## config.mk

```make
export PLATFORM = sky130hd
export DESIGN_NAME = round_sequencer
export DESIGN_NICKNAME = d
export VERILOG_FILES = /design/src/rtl/game_pkg.sv /design/src/rtl/frame_timer.sv /design/src/rtl/round_sequencer.sv
export SDC_FILE = /design/constraint.sdc
export NUM_CORES = 1
export LEC_CHECK = 0
export ABC_AREA = 1
export BUFFER_PORTS_ARGS = -buffer_cell sky130_fd_sc_hd__clkbuf_2
export CAP_MARGIN = 20
export CORE_AREA = 10 10 87 89
export DETAILED_ROUTE_END_ITERATION = 12
export DIE_AREA = 0 0 97 99
export GPL_ROUTABILITY_DRIVEN = 0
export HOLD_SLACK_MARGIN = 0.06
export REMOVE_ABC_BUFFERS = 1
export SYNTH_ARGS = -nofsm -noshare
export SYNTH_HDL_FRONTEND = slang
export SYNTH_SLANG_ARGS = --single-unit
```

## constraint.sdc

```tcl
create_clock -name clk -period 2 [get_ports clk]
set_input_delay 0.4 -clock clk [delete_from_list [all_inputs] [get_ports clk]]
set_output_delay 0.4 -clock clk [all_outputs]
set_load 0.03 [all_outputs]
```

## src/rtl/game_pkg.sv

```systemverilog
`default_nettype none
// +----------------------------------------------------------------------+
// | game_pkg : shared state encoding and constants for round_sequencer   |
// | Rev 1.0                                                              |
// +----------------------------------------------------------------------+
package game_pkg;

   typedef enum logic [2:0] {
      ST_IDLE    = 3'd0,
      ST_SHOW    = 3'd1,
      ST_HIDE    = 3'd2,
      ST_SHUFFLE = 3'd3,
      ST_GUESS   = 3'd4,
      ST_RESULT  = 3'd5,
      ST_OVER    = 3'd6
   } state_t;

   localparam int         ZONE_W    = 2;
   localparam logic [3:0] SCORE_MAX = 4'd9;

   function automatic logic [3:0] score_inc(input logic [3:0] v);
      return (v >= SCORE_MAX) ? SCORE_MAX : v + 4'd1;
   endfunction

endpackage
`default_nettype wire

```

## src/rtl/frame_timer.sv

```systemverilog
`default_nettype none
// +----------------------------------------------------------------------+
// | frame_timer : loadable down-counter stepped by frame_tick            |
// | Rev 1.0                                                              |
// +----------------------------------------------------------------------+
module frame_timer #(
   parameter int TMR_W = 10
) (
   input  logic             clk,
   input  logic             reset,
   input  logic             load,
   input  logic [TMR_W-1:0] load_val,
   input  logic             frame_tick,
   output logic             done
);

   logic [TMR_W-1:0] count_q;
   logic [TMR_W-1:0] count_d;

   // Load wins over a same-cycle tick, so the entry-cycle tick is not counted.
   always_comb begin
      count_d = count_q;
      if (load) begin
         count_d = load_val;
      end else if (frame_tick && (count_q != '0)) begin
         count_d = count_q - 1'b1;
      end
   end

   assign done = frame_tick && (count_q == TMR_W'(1));

   always_ff @(posedge clk or negedge reset) begin
      if (!reset) begin
         count_q <= '0;
      end else begin
         count_q <= count_d;
      end
   end

endmodule
`default_nettype wire

```

## src/rtl/round_sequencer.sv

```systemverilog
`default_nettype none
// +----------------------------------------------------------------------+
// | round_sequencer : game-round FSM, zone selection, score and lives    |
// | Rev 1.0                                                              |
// +----------------------------------------------------------------------+
module round_sequencer
   import game_pkg::*;
#(
   parameter int SHOW_FRAMES    = 120,
   parameter int HIDE_FRAMES    = 30,
   parameter int SHUFFLE_FRAMES = 180,
   parameter int GUESS_FRAMES   = 600,
   parameter int RESULT_FRAMES  = 90,
   parameter int LIVES          = 3,
   parameter int TMR_W          = 10
) (
   input  logic              clk,
   input  logic              reset,
   input  logic              frame_tick,
   input  logic              confirm_btn,
   input  logic              select_btn,
   input  logic [ZONE_W-1:0] target_zone,
   output logic [2:0]        state,
   output logic [ZONE_W-1:0] sel_zone,
   output logic              zone_latch,
   output logic              anim_en,
   output logic              hit,
   output logic [3:0]        score,
   output logic [1:0]        lives
);

   localparam logic [1:0] LIVES_INIT = 2'(LIVES);

   // Button synchronizers and edge detectors
   logic [1:0] sync_vld_q, sync_vld_d;
   logic conf_s1_q, conf_s1_d, conf_s2_q, conf_s2_d;
   logic conf_prev_q, conf_prev_d, conf_edge_q, conf_edge_d;
   logic sel_s1_q, sel_s1_d, sel_s2_q, sel_s2_d;
   logic sel_prev_q, sel_prev_d, sel_edge_q, sel_edge_d;

   // History is forced high until the synchronizer holds real samples, so a
   // button held through reset release does not register as a press.
   always_comb begin
      sync_vld_d  = {sync_vld_q[0], 1'b1};
      conf_s1_d   = confirm_btn;
      conf_s2_d   = conf_s1_q;
      conf_prev_d = sync_vld_q[1] ? conf_s2_q : 1'b1;
      conf_edge_d = sync_vld_q[1] & conf_s2_q & ~conf_prev_q;
      sel_s1_d    = select_btn;
      sel_s2_d    = sel_s1_q;
      sel_prev_d  = sync_vld_q[1] ? sel_s2_q : 1'b1;
      sel_edge_d  = sync_vld_q[1] & sel_s2_q & ~sel_prev_q;
   end

   // Game state
   state_t            state_q, state_d;
   logic [ZONE_W-1:0] sel_zone_q, sel_zone_d;
   logic              zone_latch_q, zone_latch_d;
   logic              anim_en_q, anim_en_d;
   logic              hit_q, hit_d;
   logic [3:0]        score_q, score_d;
   logic [1:0]        lives_q, lives_d;

   logic              tmr_load;
   logic [TMR_W-1:0]  tmr_val;
   logic              tmr_done;
   logic              guess_ok;
   logic [1:0]        lives_dec;

   assign guess_ok  = (sel_zone_q == target_zone);
   assign lives_dec = (lives_q != 2'd0) ? lives_q - 2'd1 : 2'd0;

   always_comb begin
      state_d      = state_q;
      sel_zone_d   = sel_zone_q;
      zone_latch_d = 1'b0;
      hit_d        = hit_q;
      score_d      = score_q;
      lives_d      = lives_q;
      case (state_q)
         ST_IDLE: begin
            if (conf_edge_q) begin
               state_d      = ST_SHOW;
               zone_latch_d = 1'b1;
               score_d      = 4'd0;
               lives_d      = LIVES_INIT;
               sel_zone_d   = '0;
            end
         end
         ST_SHOW:    if (tmr_done) state_d = ST_HIDE;
         ST_HIDE:    if (tmr_done) state_d = ST_SHUFFLE;
         ST_SHUFFLE: if (tmr_done) state_d = ST_GUESS;
         ST_GUESS: begin
            // Confirm outranks both timeout and a same-cycle select.
            if (conf_edge_q) begin
               state_d = ST_RESULT;
               hit_d   = guess_ok;
               if (guess_ok) score_d = score_inc(score_q);
               else          lives_d = lives_dec;
            end else if (tmr_done) begin
               state_d = ST_RESULT;
               hit_d   = 1'b0;
               lives_d = lives_dec;
            end else if (sel_edge_q) begin
               sel_zone_d = sel_zone_q + 1'b1;
            end
         end
         ST_RESULT: begin
            if (tmr_done) begin
               if (lives_q == 2'd0) begin
                  state_d = ST_OVER;
               end else begin
                  state_d      = ST_SHOW;
                  zone_latch_d = 1'b1;
                  sel_zone_d   = '0;
               end
            end
         end
         ST_OVER:    if (conf_edge_q) state_d = ST_IDLE;
         default:    state_d = ST_IDLE;
      endcase

      anim_en_d = (state_d == ST_SHUFFLE);
      tmr_load  = (state_d != state_q);
      case (state_d)
         ST_SHOW:    tmr_val = TMR_W'(SHOW_FRAMES);
         ST_HIDE:    tmr_val = TMR_W'(HIDE_FRAMES);
         ST_SHUFFLE: tmr_val = TMR_W'(SHUFFLE_FRAMES);
         ST_GUESS:   tmr_val = TMR_W'(GUESS_FRAMES);
         ST_RESULT:  tmr_val = TMR_W'(RESULT_FRAMES);
         default:    tmr_val = '0;
      endcase
   end

   frame_timer #(
      .TMR_W (TMR_W)
   ) u_frame_timer (
      .clk        (clk),
      .reset      (reset),
      .load       (tmr_load),
      .load_val   (tmr_val),
      .frame_tick (frame_tick),
      .done       (tmr_done)
   );

   always_ff @(posedge clk or negedge reset) begin
      if (!reset) begin
         sync_vld_q   <= 2'b00;
         conf_s1_q    <= 1'b0;
         conf_s2_q    <= 1'b0;
         conf_prev_q  <= 1'b1;
         conf_edge_q  <= 1'b0;
         sel_s1_q     <= 1'b0;
         sel_s2_q     <= 1'b0;
         sel_prev_q   <= 1'b1;
         sel_edge_q   <= 1'b0;
         state_q      <= ST_IDLE;
         sel_zone_q   <= '0;
         zone_latch_q <= 1'b0;
         anim_en_q    <= 1'b0;
         hit_q        <= 1'b0;
         score_q      <= 4'd0;
         lives_q      <= LIVES_INIT;
      end else begin
         sync_vld_q   <= sync_vld_d;
         conf_s1_q    <= conf_s1_d;
         conf_s2_q    <= conf_s2_d;
         conf_prev_q  <= conf_prev_d;
         conf_edge_q  <= conf_edge_d;
         sel_s1_q     <= sel_s1_d;
         sel_s2_q     <= sel_s2_d;
         sel_prev_q   <= sel_prev_d;
         sel_edge_q   <= sel_edge_d;
         state_q      <= state_d;
         sel_zone_q   <= sel_zone_d;
         zone_latch_q <= zone_latch_d;
         anim_en_q    <= anim_en_d;
         hit_q        <= hit_d;
         score_q      <= score_d;
         lives_q      <= lives_d;
      end
   end

   assign state      = state_q;
   assign sel_zone   = sel_zone_q;
   assign zone_latch = zone_latch_q;
   assign anim_en    = anim_en_q;
   assign hit        = hit_q;
   assign score      = score_q;
   assign lives      = lives_q;

endmodule
`default_nettype wire

```

# [Word-level counts from Yosys, hierarchy flattened]
# Index checks and enable logic that the tools add are counted.
[classes] order_cmp=1 n_mux=39 n_eq_ne=24 add_sub_neg=4 bitwise_logic=6 n_reduce_logical=14
[ops] operator="10-bit one-hot mux with 5 select lines" n=1
[ops] operator="3-bit two-way mux" n=9
[ops] operator="2-bit two-way mux" n=11
[ops] operator="3-bit one-hot mux with 7 select lines" n=1
[ops] operator="10-bit two-way mux" n=2
[ops] operator="4-bit two-way mux" n=4
[ops] operator="2-bit inequality test, second input constant" n=8
[ops] operator="3-bit equality test, second input constant" n=5
[ops] operator="3-bit by 2-bit equality test with 1-bit output, second input constant" n=4
[ops] operator="10-bit by 1-bit equality test with 1-bit output, second input constant" n=1
[ops] operator="10-bit nonzero test" n=1
[ops] operator="10-bit by 1-bit subtractor with 10-bit output, second input constant" n=1
[ops] operator="4-bit one-hot mux with 2 select lines" n=1
[ops] operator="4-bit AND reduction" n=2
[ops] operator="2-bit nonzero test" n=4
[ops] operator="1-bit two-way mux" n=7
[ops] operator="7-bit AND reduction" n=1
[ops] operator="3-bit by 1-bit equality test with 1-bit output, second input constant" n=2
[ops] operator="3-bit inequality test, second input constant" n=2
[ops] operator="2-bit one-hot mux with 3 select lines" n=1
[ops] operator="4-bit by 1-bit adder with 4-bit output, second input constant" n=1
[ops] operator="1-bit AND" n=4
[ops] operator="4-bit greater-or-equal comparator, second input constant" n=1
[ops] operator="2-bit one-hot mux with 2 select lines" n=1
[ops] operator="11 further kinds" n=13
[totals] wordCells=105 inputBits=7 reg_bits=34

# [Longest topological paths before layout]
[logic_depth] depth_word=8 depth_mapped=19

# [Cells and area by module]
# A second synthesis with hierarchy kept.
[hier_totals] cells_unflattened=280 hier_area_um2=2142.1
[modules_own_cells] mod="round_sequencer" cells_per_inst=162 instances=1 area_each_um2=1366.3
[modules_own_cells] mod="frame_timer" cells_per_inst=118 instances=1 area_each_um2=775.7

# [Least setup slack after synthesis]
# Ideal clock, no wire load.
[synth_timing] path_kind="register to register" from="register state_q[0], in the netlist state[0]" to="register u_frame_timer.count_q[1]" t_arrival_ns=1.736 t_required_ns=1.880 slack_ns=0.144 period_less_slack_ns=1.856 stages_incl_launch_ff=14 path_cell_list="dfrtp_1 -> nor2_1 -> nand2_2 -> nor2_2 -> nand2_1 -> nand2_1 -> nand2_1 -> inv_2 -> nand2_4 -> nand2_4 -> nand3_4 -> buf_6 -> o21ai_1 -> nand2_1"
[synth_via] elab_chain_len=6
[synth_rtl] item="start, declared" line_no="round_sequencer.sv:56" rtl="state_t state_q, state_d;"
[synth_rtl] item="start signal, assigned" line_no="round_sequencer.sv:174" rtl="state_q <= state_d;"
[synth_rtl] item="3-bit two-way mux" line_no="round_sequencer.sv:100" rtl="end else if (tmr_done) begin"
[synth_rtl] item="3-bit two-way mux" line_no="round_sequencer.sv:95" rtl="if (conf_edge_q) begin"
[synth_rtl] item="3-bit one-hot mux with 7 select lines *" line_no="round_sequencer.sv:80" rtl="case (state_q)"
[synth_rtl] item="named net state_d[0]" line_no="round_sequencer.sv:56"
[synth_rtl] item="3-bit equality test, or another cell as far along" line_no="round_sequencer.sv:125" rtl="case (state_d)"
[synth_rtl] item="10-bit one-hot mux with 5 select lines" line_no="round_sequencer.sv:125"
[synth_rtl] item="10-bit two-way mux" line_no="frame_timer.sv:23" rtl="if (load) begin"
[synth_rtl] item="end signal, assigned" line_no="frame_timer.sv:36" rtl="count_q <= count_d;"
[synth_rtl] item="end, declared" line_no="frame_timer.sv:17" rtl="logic [TMR_W-1:0] count_q;"
# The timed path passes the listed nets; every way through them passes the cells marked *.
# A chain may end at the register's enable or synchronous reset.

# [Worst setup path in the final report]
[layout_timing] from="register u_frame_timer.count_q[4]" to="register u_frame_timer.count_q[4]"
[layout_via] elab_chain_len=8
[layout_rtl] item="10-bit by 1-bit equality test with 1-bit output *" line_no="frame_timer.sv:30" rtl="assign done = frame_tick && (count_q == TMR_W'(1));"
[layout_rtl] item="1-bit logical AND *" line_no="frame_timer.sv:30"
[layout_rtl] item="3-bit two-way mux" line_no="round_sequencer.sv:100"
[layout_rtl] item="3-bit two-way mux" line_no="round_sequencer.sv:95"
[layout_rtl] item="3-bit one-hot mux with 7 select lines *" line_no="round_sequencer.sv:80"
[layout_rtl] item="named net state_d[0]" line_no="round_sequencer.sv:56"
[layout_rtl] item="3-bit equality test, or another cell as far along" line_no="round_sequencer.sv:125"
[layout_rtl] item="10-bit one-hot mux with 5 select lines" line_no="round_sequencer.sv:125"
[layout_rtl] item="10-bit two-way mux" line_no="frame_timer.sv:23"
# The timed path passes the listed nets; every way through them passes the cells marked *. The select of a mux whose other input is x is not followed.

==> results.py <==
metrics = {
    "outcome": {
        "outcome": "finished clean",
    },
    "detailed_routing": {
        "vias": 1736,
        "drc": 0,
        "via_per_inst": 4.67,
        "wirelength_mm": 4.48,
        "drt-pass1-iter-count": 4,
        "drt_iter0_drc": 90,
        "wl_per_cell_um": 12.0,
        "ant_nets": 0,
    },
    "job": {
        "max-cap-violations": 0,
    },
    "global_route": {
        "grt_max_degree": 35,
        "antenna_found_initial": 0,
        "grt_pass1_vias": 1664,
        "grt_first_pass_wirelength_mm": 7.47,
        "grt.overflow.total": 0,
        "grt_usage_pct": 9.17,
    },
    "cells_and_area": {
        "utilization_pct": 43.1,
        "post_route_cells_drive_above_1_share_pct": 35.4,
        "n_antenna_cell": 0,
        "final_area_um2": 2520,
        "nets": 309,
        "syn2layout_area_growth_pct": 26.7,
    },
    "placed_design": {
        "place.port_buffers": 20,
        "dpl_worst_slack_ps": 38.2,
        "dp_hpwl_mm": 3.32,
        "detailed_place.area_um2": 2270,
    },
    "critical_path": {
        "arrival_ps": 2170,
        "worst_setup_path_start_kind": "register",
        "crit_slowest_cell": "dfrtp_2",
        "cp-end-kind": "register",
        "r2r_cells": 14,
        "crit_chain": "nor2_4 > nand2_2 > nor2_4 > nand2_4 > nand2_2 > nand2_2 > nand2_4 > nand2_4 > nand2_4 > nand3_4 > nor2_4 > nand2_1 > nand2_1 > inv_1",
        "path_max_fanout": 8,
        "required_ps": 2190,
        "r2r-end": "u_frame_timer.count_q[4]",
        "path_common_cell": "nand2_4",
        "reg2reg_slack_ps": 10,
        "critPathKind": "reg -> reg",
        "cp_slowest_stage_delay_ps": 440,
        "r2r-start": "u_frame_timer.count_q[4]",
    },
    "sta": {
        "final-max-slew-violation-count": 0,
        "period_share_pct": 99.3,
        "period_minus_slack_ps": 1990,
        "rsz0062_at_grt": "true",
        "skew_ps": 8.56,
        "whs_ps": 136,
        "hold_violations": 0,
        "finalSetupViolCount": 0,
        "fmax_mhz": 504,
        "setup_slack_ps": 14.7,
    },
    "clock_tree": {
        "clk_pin_slew_worst_paths_ps": 80,
        "numClockSinks": 34,
        "cts_buffers": 5,
        "tritoncts": "built",
        "cts_root_buf": "clkbuf_8",
        "htreeDepth": 2,
        "insertion_delay_ps": 290,
        "cts.path.max_buffers": 2,
    },
    "floorplanning": {
        "core_area_um2": 5850,
        "start_util_pct": 34.0,
        "std_cell_rows": 28,
        "die_x_um": 97,
        "num_io_pins": 21,
        "fp.dieH_um": 99,
        "die_area_um2": 9600,
    },
    "power_and_ir_drop": {
        "finalPower_uw": 4450,
        "power_density_nw_per_um2": 1760,
        "ir_worst_vdd_v": 0.000976,
        "leakagePower_uw": 0.00134,
    },
    "logic_synthesis": {
        "synth_top_flop_cell": "dfrtp_1",
        "synth_edf_count": 0,
        "yosys.cell_count.top_type": "nand2_1",
        "synth_cells": 247,
        "avgSynthCellArea_um2": 8.06,
        "synth_area_leaders": "dfrtp_1 38%, nand2_1 12%, inv_1 6.6%",
        "synth_cell_type_count": 35,
        "synth_area_leader_cell": "dfrtp_1",
        "async_reset_ff_share_pct": 100,
        "yosysSeqAreaShare_pct": 43.0,
        "syn_area_um2": 1990,
        "yosysTopAreaCellShare_pct": 37.7,
        "synth-seq-cells": 34,
        "ys_warn_count": 0,
        "synth_common_cells": "61 x nand2_1, 35 x inv_1, 30 x dfrtp_1",
    },
    "min_path": {
        "hold_class": "in -> async",
    },
}
-- kinds of logic after synthesis --
| logic type | after synthesis | share of synthesized area, % |
|---|---|---|
| AO/OA/AOI/OAI | 35 | 11.3 |
| XOR/XNOR | 6 | 2.64 |
| adder cells (fa/ha/maj) | 6 | 3.77 |
| buffers and inverters | 47 | 9.24 |
| flip-flops | 34 | 43.0 |
| other | 1 | 0.188 |
| AND/OR/NAND/NOR | 118 | 29.9 |
-- per-stage QoR --
step / instances / TNS, ps
after floorplan: 246 / 0
after global placement: 354 / 0
after detailed placement: 354 / 0
after CTS: 362 / 0
after global routing: 372 / -848
final: 372 / 0
-- placed cells by master, fill, tap and decap left out, drive strengths merged, types with 2 or more instances in the layout --
cell,synthesis,layout
xor2,4,4
o211ai,2,2
nand2,69,69
clkbuf,0,25
xnor2,2,2
dfstp,4,4
nor2,16,16
dfrtp,30,30
bufinv,0,2
ha,6,6
nand3,20,20
buf,1,23
nor3,7,7
o21ai,15,15
nand4,4,4
a21oi,10,10
o21a,2,2
inv,46,46
-- repair_timing --
item,in CTS,in global routing
hold buffers,0,0
buffers inserted,0,10
resized for setup,0,14
endpoints found under the setup margin,0,13
-- sequential cells by signal, summed over array words and instances, names as in the netlist --
signal,count
sel_prev_q,1
score,4
hit,1
conf_prev_q,1
sel_s2_q,1
sel_zone,2
sel_edge_q,1
sel_s1_q,1
zone_latch,1
conf_s2_q,1
sync_vld_q,2
u_frame_timer.count_q,10
conf_s1_q,1
conf_edge_q,1
state,3
lives,2
anim_en,1
-- where the power goes --
part | internal, uW | total (uW) | switching [uW]
registers | 944 | 1170 | 226
clock network | 499 | 769 | 270
logic | 982 | 2510 | 1530
-- metal layers --
layer  share of wire [%]  vias up  global-route usage, %
met5                   0        -                      0
met3                 3.4        2                   1.82
li1                    -      882                      -
met4                0.89        0                   3.75
met1                  46      822                   11.6
met2                  49       30                   14.9
-- area by class of cell --
type / count / area (um2)
timing repair buffer: 43 / 273
fill: 576 / 3330
inverter: 46 / 173
multi-input combinational: 166 / 986
clock inverter: 3 / 68.8
clock buffer: 5 / 68.8
sequential: 34 / 858
tap: 75 / 93.8
-- worst max-delay path, delay by kind of cell (launching register included) --
kind                   cells  cell delay (ps)
buffers and inverters      1               40
flip-flops                 1              440
AND/OR/NAND/NOR           13             1390
-- how the worst max path moves through the flow --
stage / slack, ps / startpoint / endpoint / depth (start not counted)
after global routing: -140 / u_frame_timer.count_q[4] / u_frame_timer.count_q[4] / 14
after CTS: 30 / u_frame_timer.count_q[0] / u_frame_timer.count_q[4] / 17
after floorplan: 90 / state[0] / u_frame_timer.count_q[3] / 14
after detailed placement: 40 / u_frame_timer.count_q[0] / u_frame_timer.count_q[4] / 17
final: 10 / u_frame_timer.count_q[4] / u_frame_timer.count_q[4] / 14
after global placement: 70 / u_frame_timer.count_q[1] / u_frame_timer.count_q[3] / 17
Power figures use the tool's default switching activity.
